File: src/rtl/if_fetch.sv
// if_fetch: instruction fetch stage with pc, req/ack imem port, fetch fifo and redirect flush
package if_fetch_pkg;
  typedef struct packed {
    logic [31:0] ia_plus_4;
    logic [31:0] ir;
  } id_params_t;
endpackage

module if_fetch
  import if_fetch_pkg::*;
#(
  parameter logic [31:0] RESET_VECTOR = 32'h0000_0000,
  parameter int          FIFO_DEPTH   = 2
) (
  input  logic        clk,
  input  logic        rst,
  output logic        imem_req,
  output logic [31:0] imem_addr,
  input  logic        imem_ack,
  input  logic [31:0] imem_rdata,
  input  logic        stall,
  input  logic        redirect,
  input  logic [31:0] redirect_target,
  output id_params_t  id_params,
  output logic        id_valid
);
  localparam int PW = $clog2(FIFO_DEPTH);
  localparam logic [PW:0] FULL = (PW+1)'(FIFO_DEPTH);
  typedef enum logic {FETCH, FLUSH} state_t;
  state_t        state, state_nxt;
  logic          outstanding;
  logic [31:0]   pc, req_addr;
  id_params_t    mem [FIFO_DEPTH];
  logic [PW-1:0] wr_ptr, rd_ptr;
  logic [PW:0]   count;
  logic          push, pop, issue;
  always_ff @(posedge clk)
    state <= rst ? FETCH : state_nxt;
  always_comb
    state_nxt = (state == FETCH) ? ((redirect && outstanding && !imem_ack) ? FLUSH : FETCH)
                                 : (imem_ack ? FETCH : FLUSH);
  always_comb begin
    imem_req  = outstanding;
    imem_addr = outstanding ? req_addr : pc;
    push      = state == FETCH && outstanding && imem_ack && !redirect;
    pop       = !stall && count != '0;
    issue     = state == FETCH && !outstanding && !redirect && count < FULL;
    id_valid  = count != '0;
    id_params = id_valid ? mem[rd_ptr] : '0;
  end
  always_ff @(posedge clk)
    if (rst) begin
      pc          <= RESET_VECTOR;
      req_addr    <= RESET_VECTOR;
      outstanding <= 1'b0;
      wr_ptr      <= '0;
      rd_ptr      <= '0;
      count       <= '0;
    end else begin
      if (issue) begin
        outstanding <= 1'b1;
        req_addr    <= pc;
      end else if (outstanding && imem_ack) begin
        outstanding <= 1'b0;
      end
      pc <= redirect ? (redirect_target & ~32'h3) : push ? pc + 32'd4 : pc;
      if (redirect) begin
        wr_ptr <= '0;
        rd_ptr <= '0;
        count  <= '0;
      end else begin
        wr_ptr <= push ? wr_ptr + 1'b1 : wr_ptr;
        rd_ptr <= pop ? rd_ptr + 1'b1 : rd_ptr;
        count  <= count + {{PW{1'b0}}, push} - {{PW{1'b0}}, pop};
      end
    end
  always_ff @(posedge clk)
    if (push) mem[wr_ptr] <= {pc + 32'd4, imem_rdata};
  assert property (@(posedge clk) disable iff (rst) !(push && count == FULL));
endmodule

File: config.mk
export PLATFORM = sky130hd
export DESIGN_NAME = if_fetch
export DESIGN_NICKNAME = d
export VERILOG_FILES = /design/src/rtl/if_fetch.sv
export SDC_FILE = /design/constraint.sdc
export NUM_CORES = 1
export LEC_CHECK = 0
export ABC_AREA = 1
export CAP_MARGIN = 30
export CORE_ASPECT_RATIO = 0.5
export CORE_MARGIN = 1
export CORE_UTILIZATION = 38
export DETAILED_ROUTE_END_ITERATION = 8
export PLACE_DENSITY_LB_ADDON = 0.12
export SLEW_MARGIN = 20
export SYNTH_ARGS = -nofsm -noshare
export SYNTH_HDL_FRONTEND = slang
export SYNTH_SLANG_ARGS = --single-unit
File: constraint.sdc
create_clock -name clk -period 4.6 [get_ports clk]
set_input_delay 0.46 -clock clk [delete_from_list [all_inputs] [get_ports clk]]
set_output_delay 0.46 -clock clk [all_outputs]
set_load 0.005 [all_outputs]
* Word-level counts from Yosys, hierarchy flattened
Memories as Yosys holds them, arrays and structs flattened. A register that Yosys moved wholly into a read port is not among the register bits. Cells that the tools add are included.
Cells by class: add/sub/neg operators 5, order comparisons 1, mux-type cells 13, bitwise operators 1, reduce and logical (&&, ||, !) cells 18
Operators by type and width (count):
- 32-bit two-way mux | 3
- 64-bit two-way mux | 1
- 32-bit by 3-bit adder with 32-bit output, second input constant | 1
- 1-bit logical AND | 10
- 1-bit two-way mux | 9
- 2-bit nonzero test | 3
- 1-bit zero test | 4
- 1-bit adder, second input constant | 2
- 2-bit by 1-bit adder with 2-bit output | 1
- 2-bit less-than comparator, second input constant | 1
- 2-bit OR reduction | 1
- 2-bit by 1-bit subtractor with 2-bit output | 1
- 1-bit NOT | 1
Word-level totals: register bits after elaboration 70, RAM bits 128, input port bits 69, output and inout bits 98, word-level logic and storage cells 47, memories kept 1
Memories:
- mem | words 2, width 64, read ports 1, clocked after memory_dff 1, wr ports 1, RTL line 33 | id_params_t mem [FIFO_DEPTH];

* Depth between registers and ports, before layout
Gate-level depths: netlist of the first run.
depth after elaboration 6, depth in mapped cells 10, gate-level depth less buffers 10

* Least setup slack after synthesis of the first run
No wires, ideal clock.
kind input port to flip-flop, start point input redirect, end point memory mem[1][0] (netlist name) (enable), setup time 484 ps, arrival time 3508 ps, required time 4116 ps, slack 608 ps, cell stages on the path 4, path buffers 1, cells stage by stage clkbuf_1 > nor2_1 > nand2_1 > nor2_1
Between the ends: word-level cells in the longest chain between the ends 4
Ends and longest elaborated chain:
- start: declaration | RTL line 22 | input logic redirect,
- 1-bit zero test | RTL line 45 | push = state == FETCH && outstanding && imem_ack && !redirect;
- 1-bit logical AND | RTL line 45
- 1-bit two-way mux | RTL line 78 | if (push) mem[wr_ptr] <= {pc + 32'd4, imem_rdata};
- 1-bit two-way mux (not written as such) | RTL line 78
- end: declaration | RTL line 33
Every way passes these cells.

==> results of run 1 <==
## through the flow
step	area (µm²)	total power, mW	cells	hold WS (ns)	setup WS (ns)
floorplan	8420	2.11	925	0.425	0.608
CTS	10900	3.71	1377	0.457	1.48
global route	10900	3.81	1377	0.504	1.39
detailed placement	10300	2.30	1345	0.446	1.71
global placement	10300	2.29	1343	0.431	1.73
finish	10900	3.68	1377	0.455	1.56
## sequential cells by signal, summed over array words and instances (netlist names), named ones only
register / count
mem: 124
pc: 30
req_addr: 30
count: 2
imem_req: 1
rd_ptr: 1
state: 1
wr_ptr: 1
## cell type report
| type | count | area (µm²) |
|---|---|---|
| Sequential cell | 191 | 5070 |
| Multi-Input combinational cell | 612 | 2890 |
| Timing Repair Buffer | 171 | 1710 |
| Inverter | 71 | 269 |
| Tap cell | 300 | 375 |
| Clock buffer | 18 | 429 |
| Clock inverter | 14 | 124 |
| Fill cell | 2053 | 10800 |
## power groups by stage
stage	sequential, mW	clock (mW)	combinational [mW]
6_report	1.91	1.41	0.351
4_1_cts	1.91	1.45	0.353
3_5_place_dp	1.95	0	0.350
5_1_grt	1.92	1.51	0.388
2_1_floorplan	1.94	0	0.166
3_3_place_gp	1.95	0	0.338
## synthesized netlist by cell type, drive strengths merged
library cell	instances
a21oi	117
clkbuf	38
nor2	55
conb	1
and2	4
o22ai	1
or2	2
buf	13
edfxtp	124
o21ai	87
nand2	300
nand3	15
nor3	2
inv	71
ha	3
xor2	14
a31oi	6
dfxtp	67
xnor2	2
## cell families (layout without fill, tap and decap cells)
group / Yosys count / after routing / synth area share
other: 1 / 4 / 0.000446
buffers and inverters: 122 / 274 / 0.0581
AND/OR/NAND/NOR: 378 / 378 / 0.185
adder cells (fa/ha/maj): 3 / 3 / 0.00447
AO/OA/AOI/OAI: 211 / 211 / 0.127
flip-flops: 191 / 191 / 0.603
XOR/XNOR: 16 / 16 / 0.0220
## layer usage
metal / track usage / up-vias
met5: 0 / -
met4: 0.0493 / 0
met3: 0.0310 / 14
met2: 0.285 / 150
met1: 0.292 / 3086
li1: - / 3312
## how the worst max path moves through the flow
| stage | depth (start not counted) | slack, ns | endpoint |
|---|---|---|---|
| after detailed placement | 6 | 1.71 | mem[0][26] |
| after floorplan | 4 | 0.61 | mem[1][0] |
| final | 4 | 1.56 | id_params[44] |
| after global routing | 4 | 1.39 | id_params[44] |
| after CTS | 4 | 1.48 | id_params[45] |
| after global placement | 6 | 1.73 | mem[0][26] |
==> Implementation_results.wiki, run 1 <==
{| class="wikitable"
! Metric !! Value
|-
| Total leakage power || 3.88 nW
|-
| Cell family contributing the most delay on the critical path || buffers and inverters
|-
| Top routing layer used || met4
|-
| Violated checks || DRC
|-
| Reg2reg setup slack || 2.23 ns
|-
| CTS max path bufs || 2
|-
| Unique cell type count in the Yosys netlist || 29
|-
| Total routing usage reported by global routing || 0.193
|-
| Biggest cell delay along the critical path || 0.62 ns
|-
| Met3 Routed Length || 987 µm
|-
| Startpoint type of the worst setup path || flop
|-
| Syn Std Cell Area || 8410 µm²
|-
| Share of the clock period used by the worst path || 0.660
|-
| Commonest non-fill, non-tap cells in the layout || sky130_fd_sc_hd__nand2_1, sky130_fd_sc_hd__clkdlybuf4s50_1, sky130_fd_sc_hd__edfxtp_1, sky130_fd_sc_hd__a21oi_1, sky130_fd_sc_hd__o21ai_0
|-
| Skew-Pair Late Insertion Delay || 0.43 ns
|-
| Fraction of the yosys area taken by sequential cells || 0.603
|-
| CTS Root Cell || sky130_fd_sc_hd__clkbuf_16
|-
| CP Capture Type || primary output
|-
| Power density relative to cell area || 339 nW/µm²
|-
| Hold-fix buffers, CTS || 0
|-
| Share of the synthesized area in the top cell type || 0.443
|-
| Final-report max-slew violation count || 0
|-
| Layout overhead on the synthesized area || 29.2%
|-
| Vert. Die Dim || 107 µm
|-
| Minimum clock period || 3.04 ns
|-
| Residual DRC count || 1
|-
| Power spent charging and discharging nets || 919 µW
|-
| Setup repair after global routing missed its margin || no
|-
| Wire length per cell || 15.8 µm
|-
| Post-route antenna net violation count || 0
|-
| # Max-Cap Violations || 0
|-
| TritonCTS Buffers || 17
|-
| Initial core utilization || 0.388
|-
| Worst Path Required || 4.14 ns
|-
| Routed metal-1 wirelength || 11.4 mm
|-
| Count of nets after finishing || 1136
|-
| Crit-path slowest cell || sky130_fd_sc_hd__nor2_4
|-
| Maximum number of pins on one net before global-route repair || 64
|-
| Cell-internal power || 2.76 mW
|-
| Vias per std cell || 4.77
|-
| Number of core rows || 38
|-
| Number of violations reported at the end of detailed-routing iteration 0 || 396
|-
| Width of the die || 212 µm
|-
| Part of the total power dissipated in sequential elements || 0.521
|-
| Clock-pin slew on the worst setup and hold paths || 0.07 ns
|-
| Final worst clock skew || 0.0114 ns
|-
| Setup total negative slack || 0 ns
|-
| Number of warnings reported in the yosys synthesis log || 0
|-
| Proportion of layout cells with a drive suffix above 1 || 0.0687
|-
| Weighted congestion at the end of routability-driven global placement || 0.884
|-
| CP Max Fanout || 36
|-
| Clock tree from TritonCTS || done
|-
| CTS Sinks || 191
|-
| CP Cell Sequence || nor2_4 -> buf_4 -> a21oi_1 -> clkdlybuf4s50_1
|-
| Number of cell instances on the worst register-to-register path || 8
|-
| Leading cell type in the layout, fill and taps excluded || sky130_fd_sc_hd__nand2_1
|-
| Biggest area consumer among synthesized cells || sky130_fd_sc_hd__edfxtp_1
|-
| Main area contributors after synthesis || sky130_fd_sc_hd__edfxtp_1, sky130_fd_sc_hd__dfxtp_1, sky130_fd_sc_hd__nand2_1
|-
| Net switching fraction of the power || 0.250
|-
| Area enclosed by the die boundary || 22800 µm²
|-
| Worst hold path stage count || 1
|-
| CTS-repair resized insts || 0
|-
| Hold WC Path Type || flop to flop
|-
| Launch point of the worst hold path || rd_ptr
|-
| Antenna diode count || 0
|-
| Clock power share || 0.384
|-
| Comb pwr share || 0.096
|-
| Routed wire length || 21.8 mm
|-
| Final Hold Violating Endpoints || 0
|-
| # port buffers || 160
|-
| Post-synthesis register bit count || 191
|-
| Run status || complete, but fails checks
|-
| Slew at the pin closest to its max-slew limit || 0.962 ns
|-
| Number of antenna violations at the first check in global routing || 0
|-
| Class of the most critical setup path || flop to primary output
|-
| Vias || 6562
|-
| Hold-critical path endpoint || rd_ptr
|-
| End of the worst register-to-register path || count[1]
|-
| Per-instance average area after synthesis || 9.12 µm²
|-
| Headroom to the max-slew limit || 0.358
|-
| Max Fclk || 329 MHz
|-
| Core region area || 21700 µm²
|-
| Number of iterations in the first detailed-routing pass || 7
|-
| Core Util, Final || 0.501
|-
| Synth Instances || 922
|-
| Num ports || 167
|-
| Data arrival at the endpoint of the critical path || 2.58 ns
|-
| H-tree levels || 4
|-
| R2r startpoint || count[1]
|-
| Setup fix buffers added after clock tree synthesis || 0
|-
| Critical path buffer and inverter count || 2
|-
| Vias in the first global route || 6136
|-
| GRT Residual Overflow || 0
|-
| # setup viols final || 0
|-
| Worst setup path start || count[1]
|-
| Detailed placer's ending HPWL || 14.6 mm
|-
| First-pass GRT wire length || 33.3 mm
|-
| VDD IR max || 0.000236 V
|-
| Met2 wirelength from detailed routing || 9.28 mm
|}
(Power assumes the default switching activity.)
==> run 2: changes to the inputs <==
clock period = 2.9 ns   (was 4.6 ns; I/O delays follow)
==> run 2 against run 1 <==
Net effect: the run now ends clean; register-to-register slack worse by 1.5 ns; cell count up 0.29%; non-clock buffer count up 4; global-route usage up 0.10 points; sequential power up 59%; core utilization up 0.23 points; routed wire length up 0.11%; via count up 0.91%; largest cell class unchanged.
==> Implementation_results.wiki, run 2 (same netlist as run 1, synthesis figures left out) <==
{| class="wikitable"
! Metric !! Value
|-
| Run status || finished clean
|-
| Number of antenna violations at the first check in global routing || 0
|-
| Class of the most critical setup path || flop to primary output
|-
| Skew-Pair Late Insertion Delay || 0.43 ns
|-
| Layout filler cell count || 2044
|-
| Detailed placer's ending HPWL || 15.1 mm
|-
| Total leakage power || 3.90 nW
|-
| # port buffers || 160
|-
| Final-report max-slew violation count || 0
|-
| Worst slack at placement || 0.676 ns
|-
| End of the worst register-to-register path || count[1]
|-
| Number of core rows || 38
|-
| Startpoint type of the worst setup path || flop
|-
| Final worst clock skew || 0.0109 ns
|-
| CTS Sinks || 191
|-
| Worst Path Required || 2.61 ns
|-
| Final Hold Violating Endpoints || 0
|-
| Cell count after placement || 1349
|-
| Number of iterations in the first detailed-routing pass || 5
|-
| Count of nets after finishing || 1140
|-
| Number of violations reported at the end of detailed-routing iteration 0 || 459
|-
| Biggest cell delay along the critical path || 0.52 ns
|-
| Slew at the pin closest to its max-slew limit || 0.783 ns
|-
| Launch point of the worst hold path || imem_rdata[28]
|-
| Clock-pin slew on the worst setup and hold paths || 0.07 ns
|-
| Share of the clock period used by the worst path || 0.887
|-
| Clock tree from TritonCTS || done
|-
| Core region area || 21700 µm²
|-
| R2r startpoint || count[1]
|-
| Max Fclk || 389 MHz
|-
| Vias || 6622
|-
| TritonCTS Buffers || 17
|-
| Crit-path slowest cell || sky130_fd_sc_hd__clkdlybuf4s50_1
|-
| Wire length per cell || 15.8 µm
|-
| Cell family contributing the most delay on the critical path || buffers and inverters
|-
| Vias in the first global route || 6119
|-
| Area enclosed by the die boundary || 22800 µm²
|-
| Total routing usage reported by global routing || 0.194
|-
| Vias per std cell || 4.80
|-
| Headroom to the max-slew limit || 0.477
|-
| CP Cell Sequence || nor2_4 -> buf_4 -> a21oi_1 -> clkdlybuf4s50_1
|-
| Leading cell type in the layout, fill and taps excluded || sky130_fd_sc_hd__nand2_1
|-
| Finished Cell Area || 10900 µm²
|-
| Data arrival at the endpoint of the critical path || 2.28 ns
|-
| Initial core utilization || 0.388
|-
| Commonest non-fill, non-tap cells in the layout || sky130_fd_sc_hd__nand2_1, sky130_fd_sc_hd__clkdlybuf4s50_1, sky130_fd_sc_hd__edfxtp_1, sky130_fd_sc_hd__a21oi_1, sky130_fd_sc_hd__o21ai_0
|-
| Fin cells || 1381
|-
| Worst path setup slack after routing || 0.328 ns
|-
| VDD IR max || 0.000356 V
|-
| Core Util, Final || 0.503
|-
| Vert. Die Dim || 107 µm
|-
| Residual DRC count || 0
|-
| Width of the die || 212 µm
|-
| Routed wire length || 21.8 mm
|-
| CP Max Fanout || 21
|-
| CTS Root Cell || sky130_fd_sc_hd__clkbuf_16
|-
| Setup fix buffers added after clock tree synthesis || 0
|-
| Proportion of layout cells with a drive suffix above 1 || 0.0712
|-
| Power density relative to cell area || 535 nW/µm²
|-
| Worst hold path stage count || 1
|-
| Layout overhead on the synthesized area || 29.8%
|-
| H-tree levels || 4
|-
| CP Capture Type || primary output
|-
| CTS-repair resized insts || 0
|-
| Setup total negative slack || 0 ns
|-
| Num ports || 167
|-
| Number of cell instances on the worst register-to-register path || 8
|-
| Top Registers || mem x124, pc x30, req_addr x30
|-
| Minimum clock period || 2.57 ns
|-
| First-pass GRT wire length || 33.4 mm
|-
| Setup repair after global routing missed its margin || no
|-
| Hold WC Path Type || primary input to flop
|-
| Post-route antenna net violation count || 0
|-
| Maximum number of pins on one net before global-route repair || 63
|-
| Antenna diode count || 0
|-
| CTS max path bufs || 2
|-
| # setup viols final || 0
|-
| Hold-critical path endpoint || mem[1][28]
|-
| Critical path buffer and inverter count || 2
|-
| GRT Residual Overflow || 0
|-
| Reg2reg setup slack || 0.70 ns
|-
| Top register by number of flip-flops || mem
|-
| Area of placed instances || 10400 µm²
|-
| Hold-fix buffers, CTS || 0
|-
| Largest register FFs || 124
|-
| # Max-Cap Violations || 0
|-
| Weighted congestion at the end of routability-driven global placement || 0.889
|}
-- run 2: how the worst max path moves through the flow --
stage / startpoint / endpoint / cells past startpoint
2_1_floorplan: imem_req / mem[1][0] / 5
3_3_place_gp: imem_ack / pc[8] / 6
3_5_place_dp: count[1] / count[1] / 8
4_1_cts: count[1] / id_params[63] / 4
5_1_grt: count[1] / id_params[63] / 4
6_report: count[1] / id_params[46] / 4
-- run 2: per-stage QoR --
stage               hold WS, ns  total power [mW]
global route              0.426              6.07
global placement          0.432              3.63
CTS                       0.433              5.89
finish                    0.449              5.84
detailed placement        0.436              3.65
floorplan                 0.389              3.35
-- run 2: layer usage --
metal,share of wire,wire (µm),track usage,vias up
met2,0.44,9630,0.288,166
met1,0.50,10800,0.290,3121
li1,-,-,-,3323
met4,0.0075,163,0.0468,0
met5,0,0,0,-
met3,0.054,1190,0.0366,12
-- run 2: cell type report --
type	instances	area, µm²	area share
Clock inverter	14	129	0.0118
Tap cell	300	375	0.0344
Multi-Input combinational cell	612	2890	0.265
Clock buffer	18	429	0.0393
Timing Repair Buffer	175	1760	0.161
Inverter	71	267	0.0244
Sequential cell	191	5070	0.465
-- run 2: power by group --
| group | total (mW) | internal, mW | switching (mW) |
|---|---|---|---|
| registers | 3.04 | 2.98 | 0.0541 |
| logic | 0.552 | 0.257 | 0.295 |
| clock network | 2.25 | 1.20 | 1.05 |
| total | 5.84 | 4.44 | 1.40 |
